### src/rtl/spi_frame_rx_pkg.sv
// Shared types and constants for the SPI frame receiver.
package spi_rx_pkg;

  typedef enum logic [1:0] {
    IDLE = 2'd0,
    RECV = 2'd1,
    DONE = 2'd2
  } rx_state_t;

  localparam int SYNC_STAGES = 2;

endpackage

### src/rtl/spi_frame_rx_if.sv
// Frame-buffer write port plus frame status, driven by the receiver (master).
interface spi_frame_rx_if #(
  parameter int WORD_W = 8,
  parameter int DEPTH  = 54
);
  localparam int ADDR_W = $clog2(DEPTH);

  logic              wr_en;
  logic [ADDR_W-1:0] wr_addr;
  logic [WORD_W-1:0] wr_data;
  logic              frame_done;
  logic [ADDR_W:0]   frame_len;
  logic              overflow;

  modport master (
    output wr_en,
    output wr_addr,
    output wr_data,
    output frame_done,
    output frame_len,
    output overflow
  );

  modport slave (
    input wr_en,
    input wr_addr,
    input wr_data,
    input frame_done,
    input frame_len,
    input overflow
  );

endinterface

### src/rtl/spi_frame_rx_sync_edge.sv
// Multi-flop synchronizer for an async pin with registered rise/fall pulses.
module sync_edge
  import spi_rx_pkg::*;
#(
  parameter int STAGES = SYNC_STAGES
) (
  input  logic clk,
  input  logic rst_n,
  input  logic din,
  output logic rise,
  output logic fall
);

  logic [STAGES-1:0] chain;
  logic              prev;

  // Edge outputs are registered, so pin-to-pulse latency is STAGES+1 cycles.
  always_ff @(posedge clk or negedge rst_n) begin
    if (!rst_n) begin
      chain <= '0;
      prev  <= 1'b0;
      rise  <= 1'b0;
      fall  <= 1'b0;
    end else begin
      chain <= {chain[STAGES-2:0], din};
      prev  <= chain[STAGES-1];
      rise  <= chain[STAGES-1] & ~prev;
      fall  <= ~chain[STAGES-1] & prev;
    end
  end

endmodule

### src/rtl/spi_frame_rx.sv
// SPI-slave frame receiver: oversampled sck/sdi/load, word assembly into a
// frame buffer write port, frame status, and a one-word-delayed sdo echo.
module spi_frame_rx
  import spi_rx_pkg::*;
#(
  parameter int WORD_W    = 8,
  parameter int DEPTH     = 54,
  parameter int LSB_FIRST = 0
) (
  input  logic           clk,
  input  logic           rst_n,
  input  logic           sck,
  input  logic           sdi,
  input  logic           load,
  output logic           sdo,
  spi_frame_rx_if.master wbus
);

  localparam int ADDR_W = $clog2(DEPTH);
  localparam int BC_W   = (WORD_W > 2) ? $clog2(WORD_W) : 1;

  localparam logic [BC_W-1:0] LAST_BIT = BC_W'(WORD_W - 1);
  localparam logic [ADDR_W:0] DEPTH_C  = (ADDR_W + 1)'(DEPTH);

  logic sck_rise, sck_fall, load_rise, load_fall;

  logic [SYNC_STAGES:0] sdi_sync;
  logic                 sdi_s;

  rx_state_t state_q, state_d;
  logic      start, shift_en, word_end, frame_end;

  logic [BC_W-1:0]   bit_cnt_q;
  logic [ADDR_W:0]   word_cnt_q;
  logic [WORD_W-1:0] shreg_q, sh_next;
  logic [WORD_W-1:0] dly_q;
  logic              tap_q;
  logic              pend_q;

  logic              wr_en_q;
  logic [ADDR_W-1:0] wr_addr_q;
  logic [WORD_W-1:0] wr_data_q;
  logic              frame_done_q;
  logic [ADDR_W:0]   frame_len_q;
  logic              overflow_q;
  logic              sdo_q;

  sync_edge #(.STAGES(SYNC_STAGES)) u_sck_sync (
    .clk   (clk),
    .rst_n (rst_n),
    .din   (sck),
    .rise  (sck_rise),
    .fall  (sck_fall)
  );

  sync_edge #(.STAGES(SYNC_STAGES)) u_load_sync (
    .clk   (clk),
    .rst_n (rst_n),
    .din   (load),
    .rise  (load_rise),
    .fall  (load_fall)
  );

  // One extra flop so sdi lines up with the registered sck edge pulse.
  always_ff @(posedge clk or negedge rst_n) begin
    if (!rst_n) begin
      sdi_sync <= '0;
    end else begin
      sdi_sync <= {sdi_sync[SYNC_STAGES-1:0], sdi};
    end
  end

  assign sdi_s = sdi_sync[SYNC_STAGES];

  always_comb begin
    if (LSB_FIRST != 0) begin
      sh_next = {sdi_s, shreg_q[WORD_W-1:1]};
    end else begin
      sh_next = {shreg_q[WORD_W-2:0], sdi_s};
    end
  end

  always_ff @(posedge clk or negedge rst_n) begin
    if (!rst_n) begin
      state_q <= IDLE;
    end else begin
      state_q <= state_d;
    end
  end

  // A load fall wins over a coincident sck rise: that bit is dropped.
  always_comb begin
    state_d   = state_q;
    start     = 1'b0;
    shift_en  = 1'b0;
    word_end  = 1'b0;
    frame_end = 1'b0;
    case (state_q)
      IDLE: begin
        if (load_rise || pend_q) begin
          state_d = RECV;
          start   = 1'b1;
        end
      end
      RECV: begin
        if (load_fall) begin
          state_d   = DONE;
          frame_end = 1'b1;
        end else if (sck_rise) begin
          shift_en = 1'b1;
          word_end = (bit_cnt_q == LAST_BIT);
        end
      end
      DONE: begin
        state_d = IDLE;
      end
      default: begin
        state_d = IDLE;
      end
    endcase
  end

  always_ff @(posedge clk or negedge rst_n) begin
    if (!rst_n) begin
      bit_cnt_q    <= '0;
      word_cnt_q   <= '0;
      shreg_q      <= '0;
      dly_q        <= '0;
      tap_q        <= 1'b0;
      pend_q       <= 1'b0;
      wr_en_q      <= 1'b0;
      wr_addr_q    <= '0;
      wr_data_q    <= '0;
      frame_done_q <= 1'b0;
      frame_len_q  <= '0;
      overflow_q   <= 1'b0;
    end else begin
      wr_en_q      <= 1'b0;
      frame_done_q <= 1'b0;

      // A load rise during the DONE cycle is remembered and taken from IDLE.
      if (state_q == DONE) begin
        pend_q <= load_rise;
      end else if (start) begin
        pend_q <= 1'b0;
      end

      if (start) begin
        bit_cnt_q  <= '0;
        word_cnt_q <= '0;
        overflow_q <= 1'b0;
        dly_q      <= '0;
        tap_q      <= 1'b0;
      end

      if (shift_en) begin
        shreg_q <= sh_next;
        dly_q   <= {dly_q[WORD_W-2:0], sdi_s};
        tap_q   <= dly_q[WORD_W-1];
        if (word_end) begin
          bit_cnt_q <= '0;
          if (word_cnt_q < DEPTH_C) begin
            wr_en_q    <= 1'b1;
            wr_data_q  <= sh_next;
            wr_addr_q  <= word_cnt_q[ADDR_W-1:0];
            word_cnt_q <= word_cnt_q + 1'b1;
          end else begin
            overflow_q <= 1'b1;
          end
        end else begin
          bit_cnt_q <= bit_cnt_q + 1'b1;
        end
      end

      if (frame_end) begin
        frame_done_q <= 1'b1;
        frame_len_q  <= word_cnt_q;
      end
    end
  end

  // tap_q holds the bit shifted out WORD_W rises ago; it is presented on sck fall.
  always_ff @(posedge clk or negedge rst_n) begin
    if (!rst_n) begin
      sdo_q <= 1'b0;
    end else if (state_q != RECV) begin
      sdo_q <= 1'b0;
    end else if (sck_fall) begin
      sdo_q <= tap_q;
    end
  end

  assign sdo             = sdo_q;
  assign wbus.wr_en      = wr_en_q;
  assign wbus.wr_addr    = wr_addr_q;
  assign wbus.wr_data    = wr_data_q;
  assign wbus.frame_done = frame_done_q;
  assign wbus.frame_len  = frame_len_q;
  assign wbus.overflow   = overflow_q;

endmodule

### src/flat_wrapper.sv
// flat-port wrapper written by rule: the top's interface ports become plain ports
module spi_frame_rx_flat import spi_rx_pkg::*;
#(
  parameter int WORD_W    = 8,
  parameter int DEPTH     = 54,
  parameter int LSB_FIRST = 0
)
  (clk, rst_n, sck, sdi, load, sdo, wbus_wr_en, wbus_wr_addr, wbus_wr_data, wbus_frame_done, wbus_frame_len, wbus_overflow);
  spi_frame_rx_if #(.WORD_W(WORD_W), .DEPTH(DEPTH)) wbus_i ();
  input  logic clk;
  input  logic rst_n;
  input  logic sck;
  input  logic sdi;
  input  logic load;
  output logic sdo;
  output wire logic [$bits(wbus_i.wr_en)-1:0] wbus_wr_en;
  output wire logic [$bits(wbus_i.wr_addr)-1:0] wbus_wr_addr;
  output wire logic [$bits(wbus_i.wr_data)-1:0] wbus_wr_data;
  output wire logic [$bits(wbus_i.frame_done)-1:0] wbus_frame_done;
  output wire logic [$bits(wbus_i.frame_len)-1:0] wbus_frame_len;
  output wire logic [$bits(wbus_i.overflow)-1:0] wbus_overflow;
  assign wbus_wr_en = wbus_i.wr_en;
  assign wbus_wr_addr = wbus_i.wr_addr;
  assign wbus_wr_data = wbus_i.wr_data;
  assign wbus_frame_done = wbus_i.frame_done;
  assign wbus_frame_len = wbus_i.frame_len;
  assign wbus_overflow = wbus_i.overflow;
  spi_frame_rx #(.WORD_W(WORD_W), .DEPTH(DEPTH), .LSB_FIRST(LSB_FIRST)) u_core (.clk(clk), .rst_n(rst_n), .sck(sck), .sdi(sdi), .load(load), .sdo(sdo), .wbus(wbus_i));
endmodule
### config.mk
export PLATFORM = sky130hd
export DESIGN_NAME = spi_frame_rx_flat
export DESIGN_NICKNAME = d
export VERILOG_FILES = /design/src/rtl/spi_frame_rx_pkg.sv /design/src/rtl/spi_frame_rx_if.sv /design/src/rtl/spi_frame_rx_sync_edge.sv /design/src/rtl/spi_frame_rx.sv /design/src/flat_wrapper.sv
export SDC_FILE = /design/constraint.sdc
export NUM_CORES = 1
export LEC_CHECK = 0
export CORE_UTILIZATION = 55
export CTS_BUF_LIST = sky130_fd_sc_hd__clkbuf_8
export CTS_CLUSTER_DIAMETER = 200
export DETAILED_ROUTE_END_ITERATION = 10
export PLACE_DENSITY = 0.79
export SETUP_SLACK_MARGIN = 0.1
export SLEW_MARGIN = 0
export SYNTH_ARGS = -nofsm -noshare
export SYNTH_HDL_FRONTEND = slang
export SYNTH_HIERARCHICAL = 1
export SYNTH_SLANG_ARGS = --single-unit
export TNS_END_PERCENT = 1
### constraint.sdc
create_clock -name clk -period 4 [get_ports clk]
set_clock_uncertainty 0.05 [all_clocks]
set_input_delay 0.6 -clock clk [delete_from_list [all_inputs] [get_ports clk]]
set_output_delay 0.6 -clock clk [all_outputs]
set_load 0.02 [all_outputs]
### Word level (Yosys, flattened, before mapping)

Cells that the tools add are included.

* flip-flop bits (word level): 67
* input bits: 5
* word-level logic and storage cells: 82

* reduce and logical (&&, ||, !) cells: 7
* equality and inequality tests: 6
* bitwise gates (word level): 8
* $lt $le $gt $ge: 1
* muxes and demuxes: 35
* $add $sub $neg: 2

Operators with widths (number)
* 7-bit 2-to-1 mux: 4
* 1-bit 2-to-1 mux: 23
* 8-bit 2-to-1 mux: 2
* 3-bit 2-to-1 mux: 3
* 7-bit by 1-bit adder with 7-bit output (second input constant): 1
* 7-bit by 6-bit < comparator with 1-bit output (second input constant): 1
* 2-bit nonzero test: 3
* 1-bit AND: 4
* 2-bit 2-to-1 mux: 2
* 2-bit by 1-bit inequality test with 1-bit output (second input constant): 2
* 1-bit NOT: 4
* 2-bit one-hot mux with 2 select lines: 1
* 3-bit by 1-bit adder with 3-bit output (second input constant): 1
* 3-bit == test (second input constant): 1
* 3-bit AND reduction: 1
* 2-bit by 1-bit == test with 1-bit output (second input constant): 1
* 2-bit == test (second input constant): 1
* 2-bit zero test: 1
* 2-bit inequality test (second input constant): 1
* 2-bit AND reduction: 1
* 1-bit logical OR: 1

### Depth between registers and ports, before layout

* word-level depth: 7
* mapped depth: 6
* depth with buffers taken out: 5

### By module

The synthesis kept the hierarchy.

Modules (own cells, without submodules)
* spi_frame_rx: cells each 185, instances 1, sequential area each 1426.4 um^2, area each 2235.9 um^2
* sync_edge: cells each 7, instances 2, sequential area each 125.1 um^2, area each 140.1 um^2

### Worst setup path after synthesis

OpenSTA, ideal clock, no wires.

* path type: reg-to-reg
* start point: reg u_core.state_q[1]
* end point: reg u_core.wr_addr_q[3] (netlist: u_core/wbus.wr_addr[3])
* buffers on the path: 2
* data arrival time: 1.396 ns
* required time: 3.825 ns
* cell stages (with the launch flop): 6
* slack: 2.429 ns
* setup time: 0.125 ns
* period minus slack after synthesis: 1.571 ns
* cells stage by stage: dfrtp_1 and4bb_1 buf_6 o2111ai_4 buf_6 mux2_4

* cells in the longest elaborated chain, start to end: 3
* elaborated cells between the ends (all ways): 4

RTL lines
* start, declared: line spi_frame_rx.sv:30 `rx_state_t state_q, state_d;`
* start signal, assigned: line spi_frame_rx.sv:87 `state_q <= state_d;`
* 2-bit by 1-bit == test with 1-bit output *: line spi_frame_rx.sv:98 `case (state_q)`
* 1-bit 2-to-1 mux: line spi_frame_rx.sv:98
* 3-bit AND reduction (no source line) *
* end signal, assigned: line spi_frame_rx.sv:165 `wr_addr_q <= word_cnt_q[ADDR_W-1:0];`
* end, declared: line spi_frame_rx.sv:41 `logic [ADDR_W-1:0] wr_addr_q;`

Mark *: on every way between the ends. The rest lies on a longest branch, timed or not.
A chain may end at the register's enable or synchronous reset.

### Final worst setup path

* start point: reg u_core.state_q[1]
* end point: reg u_core.wr_addr_q[5] (netlist: u_core/wbus.wr_addr[5])

Same word-level chain as after synthesis.

==> metrics.md <==
| Metric | Value |
|---|---|
| Status | complete, no violations |
| Diodes inserted | 0 |
| Crit-path cells | and4bb_1, o2111ai_4, mux2_4 |
| Uppermost routed layer | met4 |
| Largest stage delay, worst path | 0.79 ns |
| Post-Layout Cell Count | 290 |
| RR Startpoint | u_core/state_q[1] |
| Share of layout cells above drive strength 1 | 15.55% |
| Core area | 0.004384 mm2 |
| Reg2reg setup slack | 1.70 ns |
| Fin. Hold Viols | 0 |
| DP HPWL | 2711 um |
| Top_reg_cell synth | dfrtp_1 |
| Worst slew margin | 32.28% |
| Die Ht | 69.64 um |
| FILL cells | 308 |
| CP max FO | 23 |
| Setup Viol. Count Final | 0 |
| Post-Syn Instances | 199 |
| Top cell type's share of synthesized area | 66.63% |
| Core Util, Final | 70.46% |
| Post-synth EDFFs | 0 |
| Initial antenna violation count | 0 |
| Crit path kind | flop to flop |
| Total grt overflow | 0 |
| Clk root buf | clkbuf_8 |
| Clock tree sinks | 67 |
| Area Growth Syn to Fin | 22.77% |
| WP data required | 4.17 ns |
| Seq/Total Area, Yosys | 66.63% |
| Reg2reg end | u_core/wbus.wr_addr[5] |
| Post-synth ARST share | 100.0% |
| Post-synth net total | 207 |
| Clock Tree Buf Depth | 2 |
| Pwr Density | 515.2 mW/mm2 |
| Tot Pwr | 1.592 mW |
| Avg Inst Size Synth | 12.64 um2 |
| R2R depth | 3 |
| RSZ-0062 raised after global routing | false |
| Max Slew Vio Count | 0 |
| Max-Cap Viols | 0 |
| PortBufs | 29 |
| Netlist cell types | 31 |
| Synth warnings | 6 |
| Row count | 24 |
| Peak VDD IR | 0.3505 mV |
| CTS Buf Count | 9 |
| Post-synth top area cell | dfrtp_1 |
| Vias in the first global route | 1550 |
| DR WL/cell | 14.25 um |
| CTS tree | yes |
| Cells after DPL | 274 |
| Most instantiated library cell after synthesis | dfrtp_1 |
| Resized cells post-CTS | 0 |
| Post-cts hold buffer count | 0 |
| WP data arrival | 2.47 ns |
| Worst Setup Start Kind | flop |
| Antenna viol nets, final | 0 |
| Hold path startpoint | u_core/sdi_sync[1] |
| Worst hold path class | flop to flop |
| Gp weighted congestion | 0.7252 |
| Synthesized area | 0.002516 mm2 |
| Commonest cells in the synthesized netlist | dfrtp_1, nand2_1, a22o_1, mux2_2, o21ai_0 |
| I/O pins | 30 |
| Slew @ Worst Pin | 1.016 ns |
| Initial DRC count | 103 |
| DRT met1 WL | 1960 um |
| Hold EP | u_core/sdi_sync[2] |
| Die W | 69.64 um |
| All-Layer GR Usage | 19.82% |
| Final nets | 241 |
| Met2 Routed Length | 1959 um |
| Final period utilization | 57.45% |
| Drt total wl | 4132 um |
| Starting Density | 57.39% |
| Die footprint | 0.004849 mm2 |
| First-pass GRT wire length | 7320 um |
| DRC Markers | 0 |
| Largest net degree at the start of global routing | 48 |
| TNS Setup | 0 ns |
| Met3 WL | 128 um |
| CP Capture Type | flop |
| Worst-path clk slew | 0.07 ns |
| Final Critical Period | 2.298 ns |
| Clk Latency, worst-skew pair | 0.34 ns |
| Area contributors post-synth | dfrtp_1, nand2_1, mux2_2 |
| Hold path cells | 0 |
| Synth Register Bits | 67 |
| Routed vias/inst | 5.366 |
| Leak pwr | 1.529 nW |
| Setup bufs post-CTS | 0 |
| Via count | 1556 |
| Highest Clock Rate | 0.4351 GHz |
| TritonRoute pass-1 iters | 4 |
| Number of H-tree levels | 3 |
| Crit-path slowest cell | and4bb_1 |
==> routing by layer <==
metal / vias to the layer above / GRT usage, %
met5: - / 0
met3: 8 / 4.797
met2: 31 / 29.13
met4: 0 / 10.67
met1: 777 / 27.43
li1: 740 / -
==> per-stage QoR <==
step	hold WS, ns	area, um2	setup slack [ns]
6_report	0.3008	3089	1.702
5_1_grt	0.3070	3089	1.508
4_1_cts	0.3035	3089	1.690
3_5_place_dp	0.2879	2829	1.676
3_3_place_gp	0.2841	2829	1.750
2_1_floorplan	0.2544	2516	2.429
==> kinds of logic after synthesis <==
family,Yosys count,synth area share [%]
and+or+nand+nor,74,13.33
DFF,67,66.63
AOI/OAI and AO/OA,27,8.553
muxes,15,7.111
buffers and inverters,12,2.536
adders and majority gates,3,1.492
xor gates and xnor gates,1,0.3481
==> critical path: cells and delay by family, from the launching register on <==
| family | cells | cell delay, ns |
|---|---|---|
| multiplexers | 1 | 0.43 |
| AO/OA/AOI/OAI | 1 | 0.51 |
| AND/OR/NAND/NOR | 1 | 0.79 |
| flip-flops | 1 | 0.41 |
==> flip-flops by register name (all words and copies together), names as in the netlist, 3 cells and up <==
register,cells
u_core/dly_q,8
u_core/wbus.wr_data,8
u_core/shreg_q,7
u_core/wbus.frame_len,7
u_core/word_cnt_q,7
u_core/wbus.wr_addr,6
u_core/bit_cnt_q,3
u_core/sdi_sync,3
==> power by group <==
group | switching (mW) | internal (mW)
combinational | 0.0672 | 0.0534
clock | 0.240 | 0.464
sequential | 0.0385 | 0.728
==> cell type report <==
| type | instances | area, um2 | area share, % |
|---|---|---|---|
| well taps | 52 | 65.06 | 2.106 |
| inverters | 5 | 18.77 | 0.6075 |
| repair buffers | 30 | 292.8 | 9.478 |
| multi-input cells | 120 | 775.7 | 25.11 |
| clock inverters | 4 | 95.09 | 3.078 |
| flip-flops and latches | 67 | 1677 | 54.27 |
| clock buffers | 12 | 165.2 | 5.346 |
==> worst max path at each step <==
stage / endpoint / slack [ns] / cells after the start / start
2_1_floorplan: u_core/wbus.wr_addr[3] / 2.43 / 5 / u_core/state_q[1]
3_3_place_gp: u_core/wbus.wr_addr[5] / 1.75 / 3 / u_core/state_q[1]
3_5_place_dp: u_core/wbus.wr_addr[5] / 1.68 / 3 / u_core/state_q[1]
4_1_cts: u_core/wbus.wr_addr[5] / 1.69 / 3 / u_core/state_q[1]
5_1_grt: u_core/word_cnt_q[4] / 1.51 / 4 / u_core/state_q[1]
6_report: u_core/wbus.wr_addr[5] / 1.70 / 3 / u_core/state_q[1]
==> layout by cell type (no fill, tap or decap), drive strengths merged, types with 2 or more instances in the layout <==
cell	count
dfrtp	67
and2b	2
nor3	3
buf	2
and2	2
ha	3
inv	5
nand2	50
clkdlybuf4s50	28
nand3	7
a22o	11
nor2	3
clkbuf	12
nor2b	4
o21ai	10
mux2	14
bufinv	3
Note: power is estimated with default switching activity, not from simulation.
